<file path="src/rtl/btb_predict.sv">
// btb_predict: direct-mapped branch target buffer with 2-bit direction counters.
// Lookup is combinational on pc_IF; learning happens on the clock edge from
// resolved EX-stage control-flow reports. Hit and mispredict counters included.
module btb_predict #(
  parameter int ENTRIES = 16,
  parameter int IDXW    = $clog2(ENTRIES)
) (
  input  logic        clk,
  input  logic        rst,
  input  logic        fetch_valid,
  input  logic [31:0] pc_IF,
  output logic        pred_taken,
  output logic [1:0]  pred_sel,
  output logic [31:0] pred_pc,
  input  logic        upd_valid,
  input  logic [31:0] upd_pc,
  input  logic [1:0]  upd_sel,
  input  logic [31:0] upd_target,
  input  logic        upd_mispredict,
  input  logic        cnt_clr,
  output logic [31:0] hit_cnt,
  output logic [31:0] mispred_cnt
);

  localparam int TAGW = 30 - IDXW;

  logic [ENTRIES-1:0]            valid_q, valid_d;
  logic [ENTRIES-1:0][TAGW-1:0]  tag_q, tag_d;
  logic [ENTRIES-1:0][31:0]      target_q, target_d;
  logic [ENTRIES-1:0][1:0]       sel_q, sel_d;
  logic [ENTRIES-1:0][1:0]       ctr_q, ctr_d;
  logic [31:0]                   hit_cnt_q, hit_cnt_d;
  logic [31:0]                   mispred_cnt_q, mispred_cnt_d;

  logic [IDXW-1:0] f_idx, u_idx;
  logic [TAGW-1:0] f_tag, u_tag;
  logic            f_hit, u_hit;
  logic [31:0]     pc_plus4;

  // Word-offset bits carry no information for aligned PCs.
  logic unused_bits;
  assign unused_bits = ^{pc_IF[1:0], upd_pc[1:0]};

  assign f_idx    = pc_IF[IDXW+1:2];
  assign f_tag    = pc_IF[31:IDXW+2];
  assign u_idx    = upd_pc[IDXW+1:2];
  assign u_tag    = upd_pc[31:IDXW+2];
  assign f_hit    = valid_q[f_idx] && (tag_q[f_idx] == f_tag);
  assign u_hit    = valid_q[u_idx] && (tag_q[u_idx] == u_tag);
  assign pc_plus4 = pc_IF + 32'd4;

  // Prediction from current table contents; conditional branches follow ctr[1].
  always_comb begin
    pred_taken = 1'b0;
    pred_sel   = 2'b00;
    pred_pc    = pc_plus4;
    if (f_hit && ((sel_q[f_idx] != 2'b01) || ctr_q[f_idx][1])) begin
      pred_taken = 1'b1;
      pred_sel   = sel_q[f_idx];
      pred_pc    = target_q[f_idx];
    end
  end

  // Table learning: allocate/replace on taken miss, train counter on hit.
  always_comb begin
    valid_d  = valid_q;
    tag_d    = tag_q;
    target_d = target_q;
    sel_d    = sel_q;
    ctr_d    = ctr_q;
    if (upd_valid) begin
      if (upd_sel != 2'b00) begin
        target_d[u_idx] = upd_target;
        sel_d[u_idx]    = upd_sel;
        if (!u_hit) begin
          valid_d[u_idx] = 1'b1;
          tag_d[u_idx]   = u_tag;
          ctr_d[u_idx]   = 2'b10;
        end else if (ctr_q[u_idx] != 2'b11) begin
          ctr_d[u_idx] = ctr_q[u_idx] + 2'd1;
        end
      end else if (u_hit && (ctr_q[u_idx] != 2'b00)) begin
        ctr_d[u_idx] = ctr_q[u_idx] - 2'd1;
      end
    end
  end

  // Saturating performance counters; clear dominates increment.
  always_comb begin
    hit_cnt_d     = hit_cnt_q;
    mispred_cnt_d = mispred_cnt_q;
    if (cnt_clr) begin
      hit_cnt_d     = '0;
      mispred_cnt_d = '0;
    end else begin
      if (fetch_valid && f_hit && (hit_cnt_q != '1))
        hit_cnt_d = hit_cnt_q + 32'd1;
      if (upd_valid && upd_mispredict && (mispred_cnt_q != '1))
        mispred_cnt_d = mispred_cnt_q + 32'd1;
    end
  end

  // State register with asynchronous clear.
  always_ff @(posedge clk or posedge rst) begin
    if (rst) begin
      valid_q       <= '0;
      tag_q         <= '0;
      target_q      <= '0;
      sel_q         <= '0;
      ctr_q         <= '0;
      hit_cnt_q     <= '0;
      mispred_cnt_q <= '0;
    end else begin
      valid_q       <= valid_d;
      tag_q         <= tag_d;
      target_q      <= target_d;
      sel_q         <= sel_d;
      ctr_q         <= ctr_d;
      hit_cnt_q     <= hit_cnt_d;
      mispred_cnt_q <= mispred_cnt_d;
    end
  end

  assign hit_cnt     = hit_cnt_q;
  assign mispred_cnt = mispred_cnt_q;

endmodule

</file>
<file path="config.mk">
export PLATFORM = sky130hd
export DESIGN_NAME = btb_predict
export DESIGN_NICKNAME = d
export VERILOG_FILES = /design/src/rtl/btb_predict.sv
export SDC_FILE = /design/constraint.sdc
export NUM_CORES = 2
export LEC_CHECK = 0
export BUFFER_PORTS_ARGS = -buffer_cell sky130_fd_sc_hd__buf_2
export CAP_MARGIN = 20
export CORE_MARGIN = 2
export CORE_UTILIZATION = 63
export DETAILED_ROUTE_END_ITERATION = 10
export GPL_ROUTABILITY_DRIVEN = 0
export GPL_TIMING_DRIVEN = 0
export HOLD_SLACK_MARGIN = 0.08
export PLACE_DENSITY = 0.81
export REMOVE_ABC_BUFFERS = 1
export SKIP_CTS_REPAIR_TIMING = 1
export SLEW_MARGIN = 20
export SYNTH_ARGS = -nofsm -noshare
export SYNTH_HDL_FRONTEND = slang
export SYNTH_SLANG_ARGS = --single-unit
</file>
<file path="constraint.sdc">
create_clock -name clk -period 36.7 [get_ports clk]
set_input_delay 1.835 -clock clk [delete_from_list [all_inputs] [get_ports clk]]
set_output_delay 1.835 -clock clk [all_outputs]
set_load 0.05 [all_outputs]
</file>
**Word-level counts from Yosys, hierarchy flattened**

Index checks and enable logic that the tools add are counted.

- Register bits after elaboration: 1072
- Bits of input ports: 104

- $add $sub $neg: 5
- $lt $le $gt $ge: 3
- Equal/unequal tests: 7
- Mux-type cells: 40
- Bitwise logic cells: 5
- Reductions and logical operators: 18

Operators by type and width:

| cell | count |
|---|---|
| 512-bit bitwise mux | 1 |
| 416-bit bitwise mux | 1 |
| 32-bit 2-to-1 mux | 11 |
| 26-bit binary-select mux with 4-bit select | 2 |
| 32-bit binary-select mux with 4-bit select | 1 |
| 32-bit demux with 4-bit select | 1 |
| 26-bit demux with 4-bit select | 1 |
| 32-bit bitwise mux | 3 |
| 26-bit 2-to-1 mux | 3 |
| 32-bit by 1-bit adder with 32-bit output (second input constant) | 2 |
| 32-bit != test (second input constant) | 2 |
| 26-bit equality test | 2 |
| 32-bit by 3-bit adder with 32-bit output (second input constant) | 1 |
| 16-bit OR | 2 |
| 2-bit binary-select mux with 4-bit select | 3 |
| 16-bit bitwise AND | 1 |
| 16-bit NOT | 1 |
| 4-bit by 5-bit less-than comparator with 1-bit output (second input constant) | 2 |
| 2-bit 2-to-1 mux | 5 |
| 2-bit nonzero test | 5 |
| 1-bit logical AND | 9 |
| 1-bit binary-select mux with 4-bit select | 2 |
| 2-bit demux with 4-bit select | 1 |
| 3-bit AND reduction | 2 |
| 11 further kinds | 14 |

**Longest topological paths before layout**

- Word-level depth: 8
- Gate-level depth with buffers: 18
- Mapped depth without buffers: 10

**Worst setup path after synthesis**

No wires, ideal clock.

- Kind: input-to-output
- Start: in pc_IF[2]
- End: out pred_pc[21]
- Arrival: 6.237 ns
- Data required time: 34.865 ns
- Path slack: 28.628 ns
- Cell stages on the path: 13
- Cell sequence: clkbuf_1 -> buf_2 -> buf_1 -> mux4_2 -> mux2i_1 -> mux2i_1 -> xor2_1 -> nor4_1 -> nand3b_1 -> nor4b_1 -> clkbuf_1 -> nand2_1 -> o21ai_0

- Longest elaborated chain between the ends: 6
- Elaborated cells between the ends (all ways): 17

Ends and longest elaborated chain:

| item | RTL line | source |
|---|---|---|
| start, declared | 11 | `input logic [31:0] pc_IF,` |
| 26-bit binary-select mux with 4-bit select / 2-bit binary-select mux with 4-bit select (equally long branches) | 48, 57 |  |
| 26-bit 2-to-1 mux (not written as such) / 2-bit 2-to-1 mux (equally long branches) | 48, 57 |  |
| 26-bit equality test / 2-bit by 1-bit != test with 1-bit output (equally long branches) | 48, 57 |  |
| 1-bit logical AND / 1-bit logical OR (equally long branches) | 48, 57 |  |
| 1-bit logical AND | 57 | `if (f_hit && ((sel_q[f_idx] != 2'b01) \|\| ctr_q[f_idx][1])) begin` |
| 32-bit 2-to-1 mux * | 57 |  |
| end, declared | 14 | `output logic [31:0] pred_pc,` |

Mark *: on every way between the ends. The rest lies on a longest branch, timed or not. The select of a mux whose other input is x is not followed.

**Final worst setup path**

- Start: in pc_IF[2]
- End: out pred_pc[22]

The elaborated chain is that of the path after synthesis.

==> flow_summary_export.csv <==
group,metric,value,unit
grt,grt_usage,0.3357,
cts,clock_latency,0.71,ns
cts,clkSlewWorstSetupHoldPaths,0.06,ns
yosys,ys_seq_elements,1072,
floorplanning,core_area,86350,sq um
sta,relSlewSlack,0.1673,
detailed_routing,vias,34780,
sta,drv_slew,0,
detailed_routing,wl_per_cell,29.38,um
finish,post-route-util,0.7162,
outcome,status,"completed",
detailed_routing,antenna_left,0,
cts,cts-root-buf,"clkbuf_16",
yosys,ys_async_sr_fraction,1.000,
yosys,yosys.area_share.simple,0.04194,
flow_run,maxCapViolations,0,
floorplanning,start_util,0.6333,
cts,clkSinkCount,1072,
sta,finalHoldViolations,0,
pwr,max-vdd-ir-drop,0.05212,mV
sta,rsz0062_at_grt,"no",
grt,grt_pass1_vias,36350,
yosys,syn_area_per_cell,14.92,sq um
yosys,synth_top_family_by_area,"multiplexers",
floorplanning,dieWidth,298.6,um
placement,place_area,57980,sq um
sta,hold_ws,0.4888,ns
critical_path,worst_setup_path_start_kind,"input pin",
min_path,hold_path.class,"register to register",
floorplanning,core.rowCount,108,
sta,post-route-period-util,0.2563,
sta,tightest_slew,1.249,ns
pwr,p_leak,26.23,nW
detailed_routing,drc,0,
critical_path,end_kind,"output pin",
critical_path,crit_type,"input pin to output pin",
yosys,ys_seq_area_frac,0.4906,
yosys,synthXorXnorAreaFrac,0.01682,
critical_path,cp.arrival,7.57,ns
floorplanning,pin_count,203,
finish,final_cell_mix,"dfrtp_1 (1,072), mux2_2 (974), mux4_2 (347), buf_2 (197), mux2i_1 (147)",
placement,portBuffers,200,
yosys,ys_warn_count,0,
yosys,muxShareOfSynthArea,0.3943,
cts,htreeDepth,3,
yosys,ys.flop_type,"dfrtp_1",
finish,drive_gt1_frac,0.4943,
grt,antenna_found_initial,19,
cts,cts_tree,"built",
yosys,synth_cell_types,74,
finish,layout_commonest_cell,"dfrtp_1",
sta,setup_viol,0,
detailed_routing,first_pass_iters,5,
sta,fmax,106.3,MHz
grt,grt_first_pass_wirelength,226500,um
yosys,synth_compound_area_frac,0.02430,
sta,clock_skew,0.04628,ns
yosys,netlist_area,54680,sq um
finish,fillers,5314,
yosys,yosys.area_share.adder,0.001144,
yosys,synthCells,3665,
grt,grt_max_degree,108,
cts,cts_made_buffers,109,
critical_path,cp.required,34.86,ns
critical_path,path_max_fanout,58,
pwr,power.density,56.97,nW/um^2
finish,final_area,61840,sq um
finish,synthToLayoutAreaGrowth,13.10,%
yosys,synth_edf_count,0,
detailed_routing,vias_per_cell,6.911,
finish,multi_input_area,26360,sq um
cts,cts_buffer_depth,3,
sta,period_needed,9.407,ns
finish,regArea,26830,sq um
detailed_routing,drtIter0Drc,3490,
finish,final_nets,3882,
pwr,p_total,0.003523,W
floorplanning,die_h,298.6,um
sta,fin_setup_tns,0,ns
detailed_routing,postRouteWirelength,147800,um
grt,grt_remaining_overflow,0,
floorplanning,dieArea,89160,sq um
placement,hpwl,95320,um
==> path summary, 6_finish.rpt <==
check / slack, ns / depth (start not counted) / from / endpoint
worst max-delay path: 27.29 / 17 / pc_IF[2] / pred_pc[22]
worst min-delay path: 0.49 / 1 / valid_q[4] / valid_q[4]
worst max register to register: 31.98 / 13 / tag_q[29] / tag_q[134]
worst min register to register: 0.49 / 1 / valid_q[4] / valid_q[4]
max in group asynchronous: 33.25 / 6 / rst / target_q[95]
min in group asynchronous: 1.15 / 2 / rst / hit_cnt[30]
==> cell type report <==
cell class	instances	share of cell area
Inverter	20	0.001335
Sequential cell	1072	0.4338
Multi-Input combinational cell	2258	0.4262
Antenna cell	9	0.0003642
Tap cell	1155	0.02337
Clock buffer	151	0.05022
Timing Repair Buffer	312	0.05285
Clock inverter	55	0.01188
==> registers in the layout, summed over array words and instances, names as in the netlist <==
register	count
valid_q	16
target_q	512
ctr_q	32
hit_cnt	32
mispred_cnt	32
sel_q	32
tag_q	416
==> worst max-delay path: stages <==
cell and delay [ns]:
buf_8 0.26, buf_16 0.42, buf_16 0.41, mux4_2 0.57, mux2i_1 0.21, mux2i_1 0.31, xnor2_1 0.34, nand4_1 0.11
or4_1 0.77, nor4b_2 0.73, buf_2 0.35, buf_4 0.20, buf_4 0.18, buf_4 0.18, nand2_1 0.06, o21ai_0 0.13
buf_2 0.33
==> Yosys cell counts (3+ instances only) <==
master	number	area (sq um)
nor4_1	24	150.1
mux4_2	347	7815
a22oi_1	18	135.1
a21oi_1	61	305.3
o22ai_1	5	31.28
mux2_4	33	495.5
nand2b_1	7	43.79
mux2i_1	147	1471
nor3_2	9	90.09
or3_1	24	150.1
and2_1	10	62.56
ha_1	5	62.56
xor2_1	58	508.0
mux2_2	974	10970
inv_1	18	67.56
buf_12	6	120.1
buf_2	22	110.1
nand4_1	25	156.4
o2bb2ai_1	4	35.03
buf_4	39	292.8
o211ai_1	5	37.54
a22o_1	8	70.07
a32o_1	3	30.03
nor2b_1	7	43.79
and4_1	7	61.31
nor3_1	8	40.04
dfrtp_1	1072	26830
buf_1	39	146.4
o2111ai_1	6	52.55
o31ai_1	17	127.6
buf_6	20	225.2
clkbuf_1	186	698.2
nor3_4	8	130.1
mux4_1	29	762.0
nand2_1	85	319.1
nor2_1	73	274.0
and3_1	27	168.9
o21ai_0	57	285.3
or2_1	8	50.05
nand3_1	41	205.2
xnor2_1	47	411.6
nand3b_1	4	30.03
or2_2	13	81.33
or4_1	16	120.1
==> cells by family (layout without fill, tap and decap cells) <==
group | Yosys count | count (layout)
simple gates | 407 | 407
flops | 1072 | 1072
fa+ha+maj | 5 | 5
mux | 1532 | 1532
other cells | 0 | 9
buf+inv | 335 | 538
compound gates | 209 | 209
xor+xnor | 105 | 105
==> metal layers <==
layer | GRT usage | up-vias | wire (um)
met2 | 0.5101 | 1723 | 68480
li1 | - | 14120 | -
met3 | 0.09437 | 464 | 14180
met5 | 0 | - | 126
met1 | 0.4619 | 18450 | 58430
met4 | 0.1393 | 18 | 6607
==> through the flow <==
stage | setup slack, ns | cells
floorplan | 4.688 | 3350
global placement | -6.516 | 4705
detailed placement | 27.34 | 4817
CTS | 27.30 | 5023
global route | 27.03 | 5027
finish | 27.29 | 5032
==> where the power goes <==
group	total (W)	internal [W]	leakage (nW)	switching (W)
Sequential	0.00161	0.00145	13.4	0.000167
Combinational	0.000731	0.000436	10.9	0.000295
Clock	0.00118	0.000688	1.90	0.000491
Total	0.00352	0.00257	26.2	0.000954
Power figures use the tool's default switching activity.
